--- src/rtl/otf_pkg.sv ---
// Shared types and helpers for the on-the-fly signed-digit converter.
package otf_pkg;

    typedef enum logic [1:0] {
        ST_IDLE = 2'd0,
        ST_ACC  = 2'd1,
        ST_DONE = 2'd2
    } otf_state_e;

    // Result register width: n digits of log2_radix bits plus a sign bit.
    function automatic int unsigned result_width(input int unsigned n, input int unsigned l2r);
        return n * l2r + 1;
    endfunction

    // Legal digits lie strictly inside (-radix, radix).
    function automatic logic digit_is_legal(input int d, input int unsigned l2r);
        int lim;
        lim = int'(1 << l2r);
        return (d > -lim) && (d < lim);
    endfunction

endpackage

--- src/rtl/otf_sd_converter_if.sv ---
// Digit-in / word-out handshake bundle; sign_valid/sign_neg exist only with OTF_EARLY_SIGN_EN.
interface otf_sd_converter_if #(
    parameter int unsigned no_of_digits = 8,
    parameter int unsigned log2_radix   = 2,
    parameter int unsigned radix_bits   = 3
);
    localparam int unsigned DOUT_W = otf_pkg::result_width(no_of_digits, log2_radix);

    logic                  din_valid;
    logic                  din_ready;
    logic [radix_bits-1:0] digit_in;
    logic                  dout_valid;
    logic                  dout_ready;
    logic [DOUT_W-1:0]     dout;
    logic                  digit_err;
`ifdef OTF_EARLY_SIGN_EN
    logic                  sign_valid;
    logic                  sign_neg;

    modport master (output din_valid, digit_in, dout_ready,
                    input  din_ready, dout_valid, dout, digit_err, sign_valid, sign_neg);
    modport slave  (input  din_valid, digit_in, dout_ready,
                    output din_ready, dout_valid, dout, digit_err, sign_valid, sign_neg);
`else
    modport master (output din_valid, digit_in, dout_ready,
                    input  din_ready, dout_valid, dout, digit_err);
    modport slave  (input  din_valid, digit_in, dout_ready,
                    output din_ready, dout_valid, dout, digit_err);
`endif
endinterface

--- src/rtl/otf_append_step.sv ---
// One on-the-fly append: Q/QM shifted by one digit position, low digit chosen without a carry chain.
module otf_append_step #(
    parameter int unsigned W          = 17,
    parameter int unsigned log2_radix = 2,
    parameter int unsigned radix_bits = 3
) (
    input  logic [W-1:0]                 q_i,
    input  logic [W-1:0]                 qm_i,
    input  logic signed [radix_bits-1:0] d_i,
    output logic [W-1:0]                 q_o,
    output logic [W-1:0]                 qm_o
);
    logic                  d_neg;
    logic                  d_pos;
    logic [log2_radix-1:0] d_lo;
    logic [log2_radix-1:0] dm1_lo;

    // Low digit of Q is d mod r and of QM is (d-1) mod r in every branch; only the prefix source differs.
    always_comb begin
        d_neg  = d_i[radix_bits-1];
        d_pos  = !d_neg && (d_i != '0);
        d_lo   = d_i[log2_radix-1:0];
        dm1_lo = d_lo - log2_radix'(1);
        q_o    = ((d_neg ? qm_i : q_i) << log2_radix) | W'(d_lo);
        qm_o   = ((d_pos ? q_i : qm_i) << log2_radix) | W'(dm1_lo);
    end
endmodule

--- src/rtl/otf_sd_converter.sv ---
// On-the-fly signed-digit to two's-complement converter, MSD first.
// Optional early sign detection under `OTF_EARLY_SIGN_EN.
module otf_sd_converter
    import otf_pkg::*;
#(
    parameter int unsigned no_of_digits = 8,
    parameter int unsigned log2_radix   = 2,
    parameter int unsigned radix_bits   = 3
) (
    input logic               clk,
    input logic               rst,
    otf_sd_converter_if.slave bus
);
    localparam int unsigned W     = result_width(no_of_digits, log2_radix);
    localparam int unsigned CNT_W = $clog2(no_of_digits + 1);

    otf_state_e         state_q, state_d;
    logic [CNT_W-1:0]   count_q, count_d;
    logic [W-1:0]       q_q, q_d, qm_q, qm_d;
    logic               digit_err_q, digit_err_d;
    logic               din_ready_q, din_ready_d;
    logic               dout_valid_q, dout_valid_d;
`ifdef OTF_EARLY_SIGN_EN
    logic               sign_valid_q, sign_valid_d;
    logic               sign_neg_q, sign_neg_d;
`endif

    logic                         accept_c;
    logic                         illegal_c;
    logic signed [radix_bits-1:0] digit_s;
    logic [CNT_W-1:0]             count_inc;
    logic [W-1:0]                 step_q_in, step_qm_in, step_q_out, step_qm_out;

    assign digit_s    = bus.digit_in;
    assign accept_c   = bus.din_valid && din_ready_q;
    assign illegal_c  = !digit_is_legal(int'(digit_s), log2_radix);
    assign count_inc  = count_q + CNT_W'(1);
    // First digit of a word sees Q=0, QM=-1 so the recurrence needs no special case.
    assign step_q_in  = (state_q == ST_IDLE) ? '0 : q_q;
    assign step_qm_in = (state_q == ST_IDLE) ? '1 : qm_q;

    otf_append_step #(
        .W          (W),
        .log2_radix (log2_radix),
        .radix_bits (radix_bits)
    ) u_step (
        .q_i  (step_q_in),
        .qm_i (step_qm_in),
        .d_i  (digit_s),
        .q_o  (step_q_out),
        .qm_o (step_qm_out)
    );

    always_comb begin
        state_d     = state_q;
        count_d     = count_q;
        q_d         = q_q;
        qm_d        = qm_q;
        digit_err_d = digit_err_q;
`ifdef OTF_EARLY_SIGN_EN
        sign_valid_d = sign_valid_q;
        sign_neg_d   = sign_neg_q;
`endif

        if (accept_c) begin
            q_d  = step_q_out;
            qm_d = step_qm_out;
            if (illegal_c) digit_err_d = 1'b1;
`ifdef OTF_EARLY_SIGN_EN
            if (!sign_valid_q && (digit_s != '0)) begin
                sign_valid_d = 1'b1;
                sign_neg_d   = digit_s[radix_bits-1];
            end
`endif
        end

        case (state_q)
            ST_IDLE: begin
                if (accept_c) begin
                    state_d = ST_ACC;
                    count_d = CNT_W'(1);
                end
            end
            ST_ACC: begin
                if (accept_c) begin
                    count_d = count_inc;
                    if (count_inc == CNT_W'(no_of_digits)) state_d = ST_DONE;
                end
            end
            ST_DONE: begin
                if (bus.dout_ready) begin
                    state_d     = ST_IDLE;
                    count_d     = '0;
                    q_d         = '0;
                    qm_d        = '0;
                    digit_err_d = 1'b0;
`ifdef OTF_EARLY_SIGN_EN
                    sign_valid_d = 1'b0;
                    sign_neg_d   = 1'b0;
`endif
                end
            end
            default: state_d = ST_IDLE;
        endcase

`ifdef OTF_EARLY_SIGN_EN
        // An all-zero word only learns its sign when the word completes.
        if ((state_d == ST_DONE) && (state_q != ST_DONE) && !sign_valid_d) begin
            sign_valid_d = 1'b1;
            sign_neg_d   = 1'b0;
        end
`endif

        din_ready_d  = (state_d != ST_DONE);
        dout_valid_d = (state_d == ST_DONE);
    end

    always_ff @(posedge clk) begin
        if (rst) begin
            state_q      <= ST_IDLE;
            count_q      <= '0;
            q_q          <= '0;
            qm_q         <= '0;
            digit_err_q  <= 1'b0;
            din_ready_q  <= 1'b0;
            dout_valid_q <= 1'b0;
`ifdef OTF_EARLY_SIGN_EN
            sign_valid_q <= 1'b0;
            sign_neg_q   <= 1'b0;
`endif
        end else begin
            state_q      <= state_d;
            count_q      <= count_d;
            q_q          <= q_d;
            qm_q         <= qm_d;
            digit_err_q  <= digit_err_d;
            din_ready_q  <= din_ready_d;
            dout_valid_q <= dout_valid_d;
`ifdef OTF_EARLY_SIGN_EN
            sign_valid_q <= sign_valid_d;
            sign_neg_q   <= sign_neg_d;
`endif
        end
    end

    assign bus.din_ready  = din_ready_q;
    assign bus.dout_valid = dout_valid_q;
    assign bus.dout       = q_q;
    assign bus.digit_err  = digit_err_q;
`ifdef OTF_EARLY_SIGN_EN
    assign bus.sign_valid = sign_valid_q;
    assign bus.sign_neg   = sign_neg_q;
`endif
endmodule

--- src/flat_wrapper.sv ---
// flat-port wrapper written by rule: the top's interface ports become plain ports
module otf_sd_converter_flat import otf_pkg::*;
#(
    parameter int unsigned no_of_digits = 8,
    parameter int unsigned log2_radix   = 2,
    parameter int unsigned radix_bits   = 3
)
  (clk, rst, bus_din_valid, bus_digit_in, bus_dout_ready, bus_din_ready, bus_dout_valid, bus_dout, bus_digit_err);
  otf_sd_converter_if #(.no_of_digits(no_of_digits), .log2_radix(log2_radix), .radix_bits(radix_bits)) bus_i ();
  input logic clk;
  input logic rst;
  input wire logic [$bits(bus_i.din_valid)-1:0] bus_din_valid;
  input wire logic [$bits(bus_i.digit_in)-1:0] bus_digit_in;
  input wire logic [$bits(bus_i.dout_ready)-1:0] bus_dout_ready;
  output wire logic [$bits(bus_i.din_ready)-1:0] bus_din_ready;
  output wire logic [$bits(bus_i.dout_valid)-1:0] bus_dout_valid;
  output wire logic [$bits(bus_i.dout)-1:0] bus_dout;
  output wire logic [$bits(bus_i.digit_err)-1:0] bus_digit_err;
  assign bus_i.din_valid = bus_din_valid;
  assign bus_i.digit_in = bus_digit_in;
  assign bus_i.dout_ready = bus_dout_ready;
  assign bus_din_ready = bus_i.din_ready;
  assign bus_dout_valid = bus_i.dout_valid;
  assign bus_dout = bus_i.dout;
  assign bus_digit_err = bus_i.digit_err;
  otf_sd_converter #(.no_of_digits(no_of_digits), .log2_radix(log2_radix), .radix_bits(radix_bits)) u_core (.clk(clk), .rst(rst), .bus(bus_i));
endmodule
--- config.mk ---
export PLATFORM = sky130hd
export DESIGN_NAME = otf_sd_converter_flat
export DESIGN_NICKNAME = d
export VERILOG_FILES = /design/src/rtl/otf_pkg.sv /design/src/rtl/otf_sd_converter_if.sv /design/src/rtl/otf_append_step.sv /design/src/rtl/otf_sd_converter.sv /design/src/flat_wrapper.sv
export SDC_FILE = /design/constraint.sdc
export NUM_CORES = 1
export LEC_CHECK = 0
export ABC_AREA = 1
export CAP_MARGIN = 5
export CORE_MARGIN = 5
export CORE_UTILIZATION = 45
export DETAILED_ROUTE_END_ITERATION = 6
export PLACE_DENSITY = 0.67
export SLEW_MARGIN = 20
export SYNTH_ARGS = -nofsm -noshare
export SYNTH_HDL_FRONTEND = slang
export SYNTH_SLANG_ARGS = --single-unit
--- constraint.sdc ---
create_clock -name clk -period 4.6 [get_ports clk]
set_clock_uncertainty 0.15 [all_clocks]
set_input_delay 0.92 -clock clk [delete_from_list [all_inputs] [get_ports clk]]
set_output_delay 0.92 -clock clk [all_outputs]
set_load 0.01 [all_outputs]
==> flow_metrics.tcl, run 1 <==
set metrics [dict create \
    drv_slew 0 \
    worst_pin_slew_ps 884 \
    yosys_warnings 0 \
    grt_pass1_wl_um 8400 \
    synth_seq_area_share_pct 37.1 \
    row_count 25 \
    clk_pin_slew_worst_paths_ps 80 \
    cts_buffer_depth 2 \
    fin_nets 310 \
    dr.pass1.iters 4 \
    grt_pass1_vias 1797 \
    power.leakage_nw 0.955 \
    antenna_found_initial 0 \
    fmax_mhz 352 \
    gr-usage-met1_pct 22.0 \
    clock_latency_ps 290 \
    cts.sink_count 41 \
    finalInstanceArea_sq_um 2510 \
    peakVddDrop_uv 209 \
    ys_types 31 \
    htree_levels 2 \
    fin_cells 364 \
    die_h_um 80.2 \
    ys_seq_elements 41 \
    hp-class "reg -> reg" \
    post_cts_resized 0 \
    root_buffer "clkbuf_8" \
    worstSetupPathType "in -> reg" \
    run_status "finished, final reports clean" \
    drcViolationCount 0 \
    pre_cts_slack_ps 1500 \
    dp_hpwl_um 3170 \
    io_buffers 26 \
    p_per_area_nw_per_um2 308 \
    cts_hold_buf 0 \
    syn_avg_cell_area_sq_um 7.91 \
    critical_path.max_fanout 18 \
    setup_ws_ps 1760 \
    critical_path.startpoint_type "input pin" \
    slew_headroom_pct 40.9 \
    fin_crit_ps 2840 \
    die_width_um 80.2 \
    synth_cells 280 \
    postRouteAntennaNets 0 \
    grt_max_degree 30 \
    grt_use_total_pct 16.4 \
    finalSetupViolations 0 \
    place_congestion 0.858 \
    synth_area_sq_um 2210 \
    via_per_inst 5.30 \
    hold_viol_final 0 \
    io_pins 27 \
    antenna_cells 0 \
    drive_gt1_share_pct 13.5 \
    cts_tree "yes" \
    coreArea_sq_um 4750 \
    dr_total_vias 1929 \
    routed_wl_um 4810 \
    areaGrowthSynthToFinish_pct 13.5 \
    grt-ovfl-total 0 \
    post-cts-setup-buffers 0 \
    cts_made_buffers 5 \
    placed_cells 357 \
    crit_path_end_kind "flip-flop" \
    crit_required_ps 4650 \
    busiest_layer "met2" \
    start_util_pct 46.6 \
    crit_arrival_ps 2890 \
    wl_per_cell_um 13.2 \
    finalSetupTns_ps 0 \
    mappedNetlistNets 293 \
    use_met3_pct 4.37 \
    drv_cap 0 \
    period_share_pct 61.8 \
    met2_usage_pct 25.9 \
    rsz0062_at_grt "no" \
    die_area_sq_um 6420 \
    dpl_cell_area_sq_um 2430 \
    drtIter0Drc 199 \
]
==> final timing paths <==
check	startpoint	to	slack (ps)	depth (start not counted)
worst max-delay path	bus_digit_in[2]	u_core.qm_q[5]	1760	5
worst min-delay path	u_core.qm_q[3]	u_core.qm_q[3]	320	2
worst max register to register	u_core.state_q[0]	u_core.qm_q[5]	2330	6
worst min register to register	u_core.qm_q[3]	u_core.qm_q[3]	320	2
==> synth_stat cells (all sizes together) <==
cell	count	area, sq um
a31oi	4	25.0
or2	2	12.5
nor2	28	120
a221oi	17	243
buf	15	130
clkbuf	2	8.75
o221ai	1	8.76
o21ai	18	101
inv	39	151
a211oi	1	12.5
a21oi	39	210
dfxtp	41	821
nand2	50	193
nor3	7	46.3
ha	6	75.1
nand4	1	6.26
nand3	9	50.1
==> metal layers <==
| layer | vias up | part of all wire [%] |
|---|---|---|
| li1 | 972 | - |
| met1 | 902 | 50 |
| met2 | 49 | 44 |
| met3 | 6 | 5.1 |
| met4 | 0 | 1.2 |
| met5 | - | 0 |
==> sequential cells by signal (all words and copies together) (netlist names) <==
| register | flops |
|---|---|
| u_core.bus.dout_valid | 1 |
| u_core.bus.dout | 17 |
| u_core.bus.digit_err | 1 |
| u_core.bus.din_ready | 1 |
| u_core.qm_q | 15 |
| u_core.state_q | 2 |
| u_core.count_q | 4 |
==> cells in the final DEF (no fill, tap or decap), types with 2 or more instances in the layout <==
cell type        netlist  final
or2_2                  2      2
o21ai_0               15     15
inv_2                  4      4
nand2_2                2      2
nand2_1               48     48
nor2_4                 2      2
clkbuf_8               0      6
a21oi_1               37     37
dfxtp_1               41     41
nor3_1                 6      6
a31oi_1                4      4
nand3_1                8      8
a221oi_2              15     15
nor2_1                26     26
inv_1                 33     33
ha_1                   6      6
o21ai_1                2      2
a221oi_1               2      2
inv_4                  2      2
clkdlybuf4s50_1        0     26
==> cell families (layout without fill, tap and decap cells) <==
| family | count (synthesis) | count (layout) | synth area share, % |
|---|---|---|---|
| compound gates | 80 | 80 | 27.1 |
| fa+ha+maj | 6 | 6 | 3.39 |
| buf+inv | 56 | 73 | 13.1 |
| simple gates | 97 | 97 | 19.3 |
| flops | 41 | 41 | 37.1 |
==> through the flow <==
stage	util, %	hold WS (ps)	power, mW
floorplan	-	296	0.504
global placement	51.1	310	0.541
detailed placement	51.1	313	0.542
CTS	52.9	325	0.782
global route	52.9	350	0.823
finish	52.9	323	0.775
==> power by group <==
| part | internal, mW | total [mW] | switching, mW |
|---|---|---|---|
| Sequential | 0.377 | 0.389 | 0.0122 |
| Clock | 0.119 | 0.240 | 0.121 |
| Combinational | 0.0575 | 0.146 | 0.0883 |
| Total | 0.554 | 0.775 | 0.222 |
==> cell type report <==
| cell class | count | area [sq um] |
|---|---|---|
| Clock buffer | 7 | 86.3 |
| Fill cell | 489 | 2240 |
| Inverter | 39 | 151 |
| Multi-Input combinational cell | 183 | 1100 |
| Sequential cell | 41 | 821 |
| Tap cell | 67 | 83.8 |
| Timing Repair Buffer | 27 | 268 |
==> critical path, cell delays in order <==
cell and delay (ps):
clkdlybuf4s50_1 1050, inv_4 230, nand2_2 300, nand2_1 90
a221oi_1 290
Power figures use the tool's default switching activity.
==> run 2, diff against run 1 <==
PLACE_DENSITY = 0.69   (was 0.67)
clock period = 2.5 ns   (was 4.6 ns; I/O delays follow)
==> run 2 against run 1 <==
Compared with the run above: global-route usage grew 0.11 points; non-clock buffer count grew 5; count of clock-buffer cells in the layout shrank 1; via count shrank 0.93%; highest routed layer unchanged.
==> flow_metrics.tcl, run 2 (synthesis results as in run 1) <==
set metrics [dict create \
    total_power_mw 1.56 \
    crit_path_end_kind "output pin" \
    max_stage_delay_ps 560 \
    drcViolationCount 0 \
    root_buffer "clkbuf_8" \
    grt_use_total_pct 16.5 \
    dr.pass1.iters 4 \
    drtIter0Drc 117 \
    coreArea_sq_um 4750 \
    grt_max_degree 38 \
    cts_made_buffers 5 \
    crit_chain "clkdlybuf4s50_1" \
    wl_per_cell_um 13.4 \
    die_width_um 80.2 \
    fin_crit_ps 1910 \
    fin_cells 370 \
    hp-class "reg -> reg" \
    period_share_pct 76.5 \
    grt_pass1_vias 1870 \
    antenna_cells 0 \
    routed_wl_um 4960 \
    hold_viol_final 0 \
    worst_pin_slew_ps 379 \
    clock_latency_ps 300 \
    worst_r2r_startpoint "u_core.state_q[0]" \
    power.leakage_nw 0.998 \
    critical_path.max_fanout 4 \
    reg2reg_depth 8 \
    die_area_sq_um 6420 \
    areaGrowthSynthToFinish_pct 17.3 \
    reg2reg_slack_ps 600 \
    critical_path.startpoint_type "flip-flop" \
    final_cell_mix "48 x nand2_1, 41 x dfxtp_1, 37 x a21oi_1, 33 x inv_1" \
    via_per_inst 5.16 \
    run_status "finished, final reports clean" \
    cts.sink_count 41 \
    clk_pin_slew_worst_paths_ps 90 \
    holdWs_ps 328 \
    die_h_um 80.2 \
    cts_buffer_depth 2 \
    post_cts_resized 0 \
    p_per_area_nw_per_um2 601 \
    rsz0062_at_grt "no" \
    setup_ws_ps 588 \
    cpMaxStageDelayCell "clkdlybuf4s50_1" \
    placed_cells 362 \
    final_common_cell "nand2_1" \
    cpLargestDelayFamily "buffers and inverters" \
    grt_pass1_wl_um 8520 \
    whs_endpoint "u_core.qm_q[7]" \
    drv_cap 0 \
    drive_gt1_share_pct 15.5 \
    io_buffers 26 \
    post-cts-setup-buffers 0 \
    fmax_mhz 523 \
    crit_required_ps 1850 \
    worstSetupPathType "reg -> out" \
    hold_depth 2 \
    dp_hpwl_um 3370 \
    row_count 25 \
    cts_tree "yes" \
    largest_reg_flops 17 \
    finalSetupTns_ps 0 \
    start_util_pct 46.6 \
    crit_arrival_ps 1260 \
    cts_hold_buf 0 \
    grt-ovfl-total 0 \
    dr_total_vias 1911 \
    slew_headroom_pct 74.7 \
    htree_levels 2 \
    io_pins 27 \
    fin_nets 315 \
    postRouteAntennaNets 0 \
    pre_cts_slack_ps 342 \
    place_congestion 0.784 \
    finalSetupViolations 0 \
    peakVddDrop_uv 346 \
    drv_slew 0 \
    r2r-end "u_core.count_q[1]" \
    hold_start "u_core.qm_q[7]" \
    antenna_found_initial 0 \
    path_buf_inv 1 \
]
run 2: changes by cell type in the layout (fill, tap and decap cells not counted), sizes merged:
| cell | delta |
|---|---|
| buf | +5 |
| bufinv | +1 |
| clkbuf | -1 |
| clkinvlp | +1 |
run 2: cell type report:
| type | instances | area (sq um) |
|---|---|---|
| flip-flops and latches | 41 | 821 |
| fillers | 479 | 2160 |
| clock buffers | 6 | 82.6 |
| clock inverters | 2 | 37.5 |
| repair buffers | 32 | 318 |
| multi-input cells | 183 | 1100 |
| well taps | 67 | 83.8 |
| inverters | 39 | 151 |
run 2: per-layer routing:
metal	part of all wire (%)	GRT usage, %
met5	0	0
met4	1.1	5.07
met2	46	26.2
met3	3.2	3.48
met1	49	22.5
run 2: worst max-delay path by stage:
stage | from | to | slack [ps] | cells after the start
4_1_cts | u_core.bus.dout[1] | bus_dout[1] | 580 | 1
3_3_place_gp | bus_digit_in[0] | u_core.qm_q[3] | 350 | 6
5_1_grt | u_core.state_q[1] | u_core.bus.din_ready | 490 | 8
3_5_place_dp | bus_digit_in[0] | u_core.qm_q[3] | 340 | 6
2_1_floorplan | bus_digit_in[0] | u_core.qm_q[3] | 920 | 6
6_report | u_core.bus.dout[1] | bus_dout[1] | 590 | 1
run 2: where the power goes:
group	switching (mW)	internal [mW]	leakage, nW
clock network	0.243	0.325	0.0574
logic	0.165	0.114	0.603
registers	0.0225	0.693	0.337
run 2: per-stage QoR:
step,cell area (sq um),utilization [%]
CTS,2600,54.6
global placement,2480,52.1
finish,2600,54.6
floorplan,2210,-
global route,2600,54.6
detailed placement,2480,52.1
